`src/rtl/stack_ptr_unit.sv`:
```
// Stack-pointer unit: keeps an occupancy count for a stack region of
// configurable base, depth and growth direction, and derives the next-free
// address (sp) and most-recent-entry address (top_addr) from it.
// Supports PUSH/POP, LOAD, ALLOC/FREE and a multi-cycle UNWIND with a
// busy/done handshake. Overflow/underflow are sticky until err_clr.
//
// Handshake: an UNWIND accepted in IDLE raises busy from the next cycle;
// while busy is high op is ignored (err_clr still acts). When the unwind
// ends, busy drops and done pulses for exactly one cycle, in the same cycle
// that count shows its final value. An UNWIND of zero entries never raises
// busy and pulses done on the next cycle.
module stack_ptr_unit #(
    parameter int               WIDTH     = 16,
    parameter logic [WIDTH-1:0] BASE      = '0,
    parameter int               DEPTH     = 256,
    parameter bit               GROW_DOWN = 1'b0,
    localparam int              CW        = $clog2(DEPTH + 1)
) (
    input  logic             CLK,
    input  logic             reset,
    input  logic [2:0]       op,
    input  logic [WIDTH-1:0] din,
    input  logic             err_clr,
    output logic [WIDTH-1:0] sp,
    output logic [WIDTH-1:0] top_addr,
    output logic [CW-1:0]    count,
    output logic             full,
    output logic             empty,
    output logic             ovf,
    output logic             unf,
    output logic             busy,
    output logic             done,
    output logic             state_dbg
);

    // Range checks use a width that can hold count+din without wrapping.
    localparam int               XW      = CW + WIDTH + 1;
    localparam logic [XW-1:0]    DEPTH_X = XW'(DEPTH);
    localparam logic [WIDTH-1:0] TOP_DN  = BASE + WIDTH'(DEPTH - 1);

    localparam logic [2:0] OP_PUSH   = 3'b001;
    localparam logic [2:0] OP_POP    = 3'b010;
    localparam logic [2:0] OP_LOAD   = 3'b011;
    localparam logic [2:0] OP_ALLOC  = 3'b100;
    localparam logic [2:0] OP_FREE   = 3'b101;
    localparam logic [2:0] OP_UNWIND = 3'b110;

    typedef enum logic {
        IDLE = 1'b0,
        UNW  = 1'b1
    } state_t;

    state_t            state_q, state_d;
    logic [CW-1:0]     count_q, count_d;
    logic [WIDTH-1:0]  rem_q, rem_d;
    logic              ovf_q, ovf_d;
    logic              unf_q, unf_d;
    logic              done_q, done_d;
    logic              ovf_evt, unf_evt;
    logic [XW-1:0]     count_x, din_x, alloc_x;

    assign count_x = XW'(count_q);
    assign din_x   = XW'(din);
    assign alloc_x = count_x + din_x;

    // Next-state, next-count and error-event decode.
    always_comb begin
        state_d = state_q;
        count_d = count_q;
        rem_d   = rem_q;
        done_d  = 1'b0;
        ovf_evt = 1'b0;
        unf_evt = 1'b0;
        case (state_q)
            IDLE: begin
                case (op)
                    OP_PUSH: begin
                        if (count_x == DEPTH_X) ovf_evt = 1'b1;
                        else                    count_d = count_q + CW'(1);
                    end
                    OP_POP: begin
                        if (count_q == '0) unf_evt = 1'b1;
                        else               count_d = count_q - CW'(1);
                    end
                    OP_LOAD: begin
                        if (din_x > DEPTH_X) ovf_evt = 1'b1;
                        else                 count_d = CW'(din);
                    end
                    OP_ALLOC: begin
                        if (alloc_x > DEPTH_X) ovf_evt = 1'b1;
                        else                   count_d = CW'(alloc_x);
                    end
                    OP_FREE: begin
                        if (din_x > count_x) unf_evt = 1'b1;
                        else                 count_d = CW'(count_x - din_x);
                    end
                    OP_UNWIND: begin
                        if (din == '0) begin
                            done_d = 1'b1;
                        end else begin
                            rem_d   = din;
                            state_d = UNW;
                        end
                    end
                    default: ;
                endcase
            end
            UNW: begin
                // remaining is always non-zero while in UNW.
                if (count_q == '0) begin
                    unf_evt = 1'b1;
                    state_d = IDLE;
                    done_d  = 1'b1;
                end else begin
                    count_d = count_q - CW'(1);
                    rem_d   = rem_q - WIDTH'(1);
                    if (rem_q == WIDTH'(1)) begin
                        state_d = IDLE;
                        done_d  = 1'b1;
                    end
                end
            end
            default: state_d = IDLE;
        endcase
        // A new error event wins over a simultaneous clear.
        ovf_d = (ovf_q & ~err_clr) | ovf_evt;
        unf_d = (unf_q & ~err_clr) | unf_evt;
    end

    // State register with asynchronous active-low reset.
    always_ff @(posedge CLK or negedge reset) begin
        if (!reset) begin
            state_q <= IDLE;
            count_q <= '0;
            rem_q   <= '0;
            ovf_q   <= 1'b0;
            unf_q   <= 1'b0;
            done_q  <= 1'b0;
        end else begin
            state_q <= state_d;
            count_q <= count_d;
            rem_q   <= rem_d;
            ovf_q   <= ovf_d;
            unf_q   <= unf_d;
            done_q  <= done_d;
        end
    end

    // Address and status outputs derived from the registered count.
    always_comb begin
        if (GROW_DOWN) sp = TOP_DN - WIDTH'(count_q);
        else           sp = BASE + WIDTH'(count_q);
        if (count_q == '0)  top_addr = sp;
        else if (GROW_DOWN) top_addr = sp + WIDTH'(1);
        else                top_addr = sp - WIDTH'(1);
    end

    assign count     = count_q;
    assign full      = (count_x == DEPTH_X);
    assign empty     = (count_q == '0);
    assign ovf       = ovf_q;
    assign unf       = unf_q;
    assign busy      = (state_q == UNW);
    assign done      = done_q;
    assign state_dbg = state_q;

endmodule

```
`config.mk`:
```
export PLATFORM = sky130hd
export DESIGN_NAME = stack_ptr_unit
export DESIGN_NICKNAME = d
export VERILOG_FILES = /design/src/rtl/stack_ptr_unit.sv
export SDC_FILE = /design/constraint.sdc
export NUM_CORES = 1
export LEC_CHECK = 0
export CORE_MARGIN = 4
export CORE_UTILIZATION = 41
export CTS_CLUSTER_DIAMETER = 80
export CTS_CLUSTER_SIZE = 30
export DETAILED_ROUTE_END_ITERATION = 12
export PLACE_DENSITY = 0.77
export REMOVE_ABC_BUFFERS = 1
export SLEW_MARGIN = 10
export SYNTH_ARGS = -nofsm -noshare
export SYNTH_HDL_FRONTEND = slang
export SYNTH_SLANG_ARGS = --single-unit
```
`constraint.sdc`:
```
create_clock -name CLK -period 3.3 [get_ports CLK]
set_input_delay 0.66 -clock CLK [delete_from_list [all_inputs] [get_ports CLK]]
set_output_delay 0.66 -clock CLK [all_outputs]
set_load 0.05 [all_outputs]
```
==> impl_metrics.sql <==
INSERT INTO impl_metrics (metric_group, metric, value, unit) VALUES
('pwr', 'p_leak', '2.32', 'nW'),
('sta', 'timing.final.max_slew_violations', '0', ''),
('pwr', 'power_per_cell_area', '999', 'mW/mm²'),
('floorplan', 'placeableCoreArea', '0.00834', 'mm²'),
('cts', 'clock_sink_count', '29', ''),
('sta', 'finalHoldViolCount', '0', ''),
('route', 'wire_per_inst', '18.1', 'µm'),
('synthesis', 'synthesis.area_per_instance', '7.49', 'µm²'),
('cts', 'clk_pin_slew_worst_paths', '0.07', 'ns'),
('final_layout', 'post-route-cell-area', '0.00537', 'mm²'),
('synthesis', 'mappedNetlistArea', '0.00358', 'mm²'),
('synthesis', 'post_synth_fa_ha_maj_area_fraction', '11.3', '%'),
('sta', 'rsz0062_at_grt', 'yes', ''),
('cts', 'cts.path.max_buffers', '2', ''),
('worst_setup_path', 'nature_of_the_critical_path_endpoint', 'output pin', ''),
('place', 'hpwlAfterDp', '9.68', 'mm'),
('min_path', 'timing.hold.worst.class', 'reg -> reg', ''),
('synthesis', 'synth_xor_xnor_area_share', '4.40', '%'),
('pwr', 'power.total', '5.37', 'mW'),
('place', 'gpl.final_weighted_congestion', '0.948', ''),
('floorplan', 'io_pins', '70', ''),
('sta', 'final.min_clock_period', '3.27', 'ns'),
('synthesis', 'ys_types', '63', ''),
('synthesis', 'synth_top_family_by_area', 'compound AO/OA/AOI/OAI gates', ''),
('final_layout', 'layout-area-overhead-vs-synth', '50.0', '%'),
('floorplan', 'placement_rows', '33', ''),
('synthesis', 'synthArstFlopShare', '100', '%'),
('place', 'dp_cells', '695', ''),
('sta', 'max_slew_margin', '58.4', '%'),
('route', 'detail_route.first_pass.iterations', '5', ''),
('global_route', 'grt_start_max_net_pins', '38', ''),
('worst_setup_path', 'timing.critical_path.from_type', 'flip-flop', ''),
('cts', 'htree_levels', '2', ''),
('sta', 'fin_setup_tns', '0', 'ns'),
('sta', 'finClkSkew', '0.00861', 'ns'),
('global_route', 'first_pass_grt_wire_length', '20.9', 'mm'),
('pwr', 'ir_worst_vdd', '0.890', 'mV'),
('sta', 'finish_stage_setup_viols', '0', ''),
('worst_setup_path', 'cp_slowest_cell', 'sky130_fd_sc_hd__or4_4', ''),
('sta', 'hold_ws', '0.506', 'ns'),
('route', 'detail_route.iter0.violations', '406', ''),
('final_layout', 'antenna_cells', '0', ''),
('route', 'remaining_drc_errors', '0', ''),
('synthesis', 'synth.yosys.seq_area_share', '20.3', '%'),
('global_route', 'grtUsageTotal', '25.3', '%'),
('place', 'place.port_buffers', '62', ''),
('final_layout', 'finish.cell_count_without_fillers', '714', ''),
('floorplan', 'die-area', '0.0103', 'mm²'),
('cts', 'cts_hold_fix_bufs', '0', ''),
('synthesis', 'synth_ff_type', 'sky130_fd_sc_hd__dfrtp_1', ''),
('synthesis', 'syn-instance-count', '478', ''),
('sta', 'fin_ws', '0.0275', 'ns'),
('status', 'outcome', 'finished, final reports clean', ''),
('sta', 'period_share', '99.2', '%'),
('route', 'vias', '4315', ''),
('route', 'vias_per_cell', '6.04', ''),
('worst_setup_path', 'crit_buf_inv', '4', ''),
('worst_setup_path', 'slowest_delay', '0.54', 'ns'),
('final_layout', 'post_route_cells_drive_above_1_share', '29.4', '%'),
('final_layout', 'core_occupancy_in_the_finished_layout', '64.4', '%'),
('floorplan', 'die_h', '101', 'µm'),
('route', 'ant_nets', '0', ''),
('sta', 'worst-slew-pin-transition', '0.620', 'ns'),
('synthesis', 'yosys_warnings', '0', ''),
('flow_run', 'drv_cap', '0', ''),
('worst_setup_path', 'critical_path_class', 'reg -> out', ''),
('synthesis', 'synth-simple-area-share', '24.5', '%'),
('synthesis', 'synth-edff-count', '0', ''),
('synthesis', 'synth-seq-cells', '29', ''),
('global_route', 'first_global_vias', '4264', ''),
('final_layout', 'nNetsFinal', '661', '');
## layer usage
layer / global-route usage, % / wire (µm) / vias to the layer above
met4: 10.8 / 449 / 0
met1: 32.3 / 5270 / 2049
met3: 5.23 / 1050 / 50
li1: - / - / 1984
met2: 41.4 / 6180 / 232
met5: 0 / 0 / -
## cells in the mapped netlist (all sizes together) (2+ instances only)
master | instances | area, µm²
a2111o | 2 | 22.5
a211oi | 7 | 52.6
a21o | 3 | 22.5
a21oi | 39 | 195
a221o | 4 | 40.0
a311oi | 3 | 26.3
a31oi | 5 | 31.3
and2 | 2 | 12.5
and3 | 2 | 12.5
buf | 27 | 201
clkbuf | 20 | 75.1
dfrtp | 29 | 726
fa | 2 | 40.0
ha | 29 | 363
inv | 28 | 105
mux2 | 2 | 22.5
mux2i | 8 | 80.1
nand2 | 26 | 97.6
nand2b | 10 | 70.1
nand3 | 29 | 145
nand3b | 2 | 15.0
nand4 | 5 | 37.5
nand4b | 2 | 17.5
nor2 | 49 | 184
nor2b | 5 | 31.3
nor3 | 11 | 55.1
nor3b | 4 | 30.0
nor4 | 11 | 68.8
o211ai | 4 | 30.0
o21a | 3 | 22.5
o21ai | 32 | 160
o221ai | 2 | 17.5
o22a | 3 | 26.3
o22ai | 18 | 113
o311ai | 3 | 26.3
o41ai | 2 | 17.5
or3 | 5 | 31.3
or4 | 5 | 37.5
xnor2 | 14 | 123
xor2 | 4 | 35.0
## state kept, by name (all words and copies together) (netlist names)
register,cells
busy,1
rem_q,16
count,9
ovf,1
done,1
unf,1
## final cells by class
cell class                 instances  area, µm²  share of cell area [%]
clock inverter                     3       65.1                    1.21
sequential                        29        727                    13.5
timing repair buffer             164       1540                    28.6
inverter                          28        105                    1.96
clock buffer                       5       68.8                    1.28
multi-input combinational        380       2740                    50.9
tap                              105        131                    2.45
## power breakdown
part | switching [mW] | internal, mW | total [mW] | leakage, nW
Combinational | 2.40 | 1.80 | 4.20 | 1.93
Sequential | 0.195 | 0.528 | 0.723 | 0.327
Clock | 0.146 | 0.300 | 0.446 | 0.0681
Total | 2.74 | 2.63 | 5.37 | 2.32
## worst paths after layout
check | slack [ns] | startpoint | to | cells past startpoint
setup reg to reg | 0.11 | count[0]$_DFFE_PN0P_ | count[1]$_DFFE_PN0P_ | 12
min in group asynchronous | 0.78 | reset | count[1]$_DFFE_PN0P_ | 2
max in group asynchronous | 2.21 | reset | count[6]$_DFFE_PN0P_ | 2
hold / removal | 0.51 | ovf$_DFF_PN0_ | ovf$_DFF_PN0_ | 1
setup / recovery | 0.03 | count[5]$_DFFE_PN0P_ | top_addr[6] | 9
hold reg to reg | 0.51 | ovf$_DFF_PN0_ | ovf$_DFF_PN0_ | 1
## logic make-up after synthesis
logic type,after synthesis
XOR/XNOR,18
multiplexers,10
buffers and inverters,75
flip-flops,29
AND/OR/NAND/NOR,172
AO/OA/AOI/OAI,142
adder cells (fa/ha/maj),31
other,1
## worst reg2reg max path: stages (launching register included)
cell                       delay [ns]
sky130_fd_sc_hd__dfrtp_1         0.43
sky130_fd_sc_hd__ha_4            0.17
sky130_fd_sc_hd__fa_2            0.23
sky130_fd_sc_hd__nand2b_4        0.06
sky130_fd_sc_hd__a2111o_1        0.44
sky130_fd_sc_hd__a41o_1          0.25
sky130_fd_sc_hd__or3_4           0.38
sky130_fd_sc_hd__a221oi_4        0.29
sky130_fd_sc_hd__nand4_4         0.16
sky130_fd_sc_hd__o21bai_4        0.20
sky130_fd_sc_hd__buf_6           0.17
sky130_fd_sc_hd__mux2i_4         0.23
sky130_fd_sc_hd__o21ai_1         0.07
## placed cells by master (no fill, tap or decap), drive strengths merged, types with 4 or more instances in the layout
cell	instances
nand2b	10
nand2	26
nor2b	5
or4	5
o211ai	4
a21oi	39
o21ai	32
a211oi	7
or3	5
o22ai	18
nand3	29
mux2i	8
dfrtp	29
xor2	4
a221o	4
nor4	11
clkdlybuf4s50	33
ha	29
nor3	11
nand4	5
conb	7
a31oi	5
clkbuf	9
nor2	49
inv	28
nor3b	4
buf	121
xnor2	14
## what timing repair did
action,in CTS,in global routing
resized for setup,36,39
setup buffers,5,6
gates cloned,0,0
pin swaps,15,26
endpoints found under the setup margin,14,21
No activity file was read; power rests on OpenSTA's default activity.
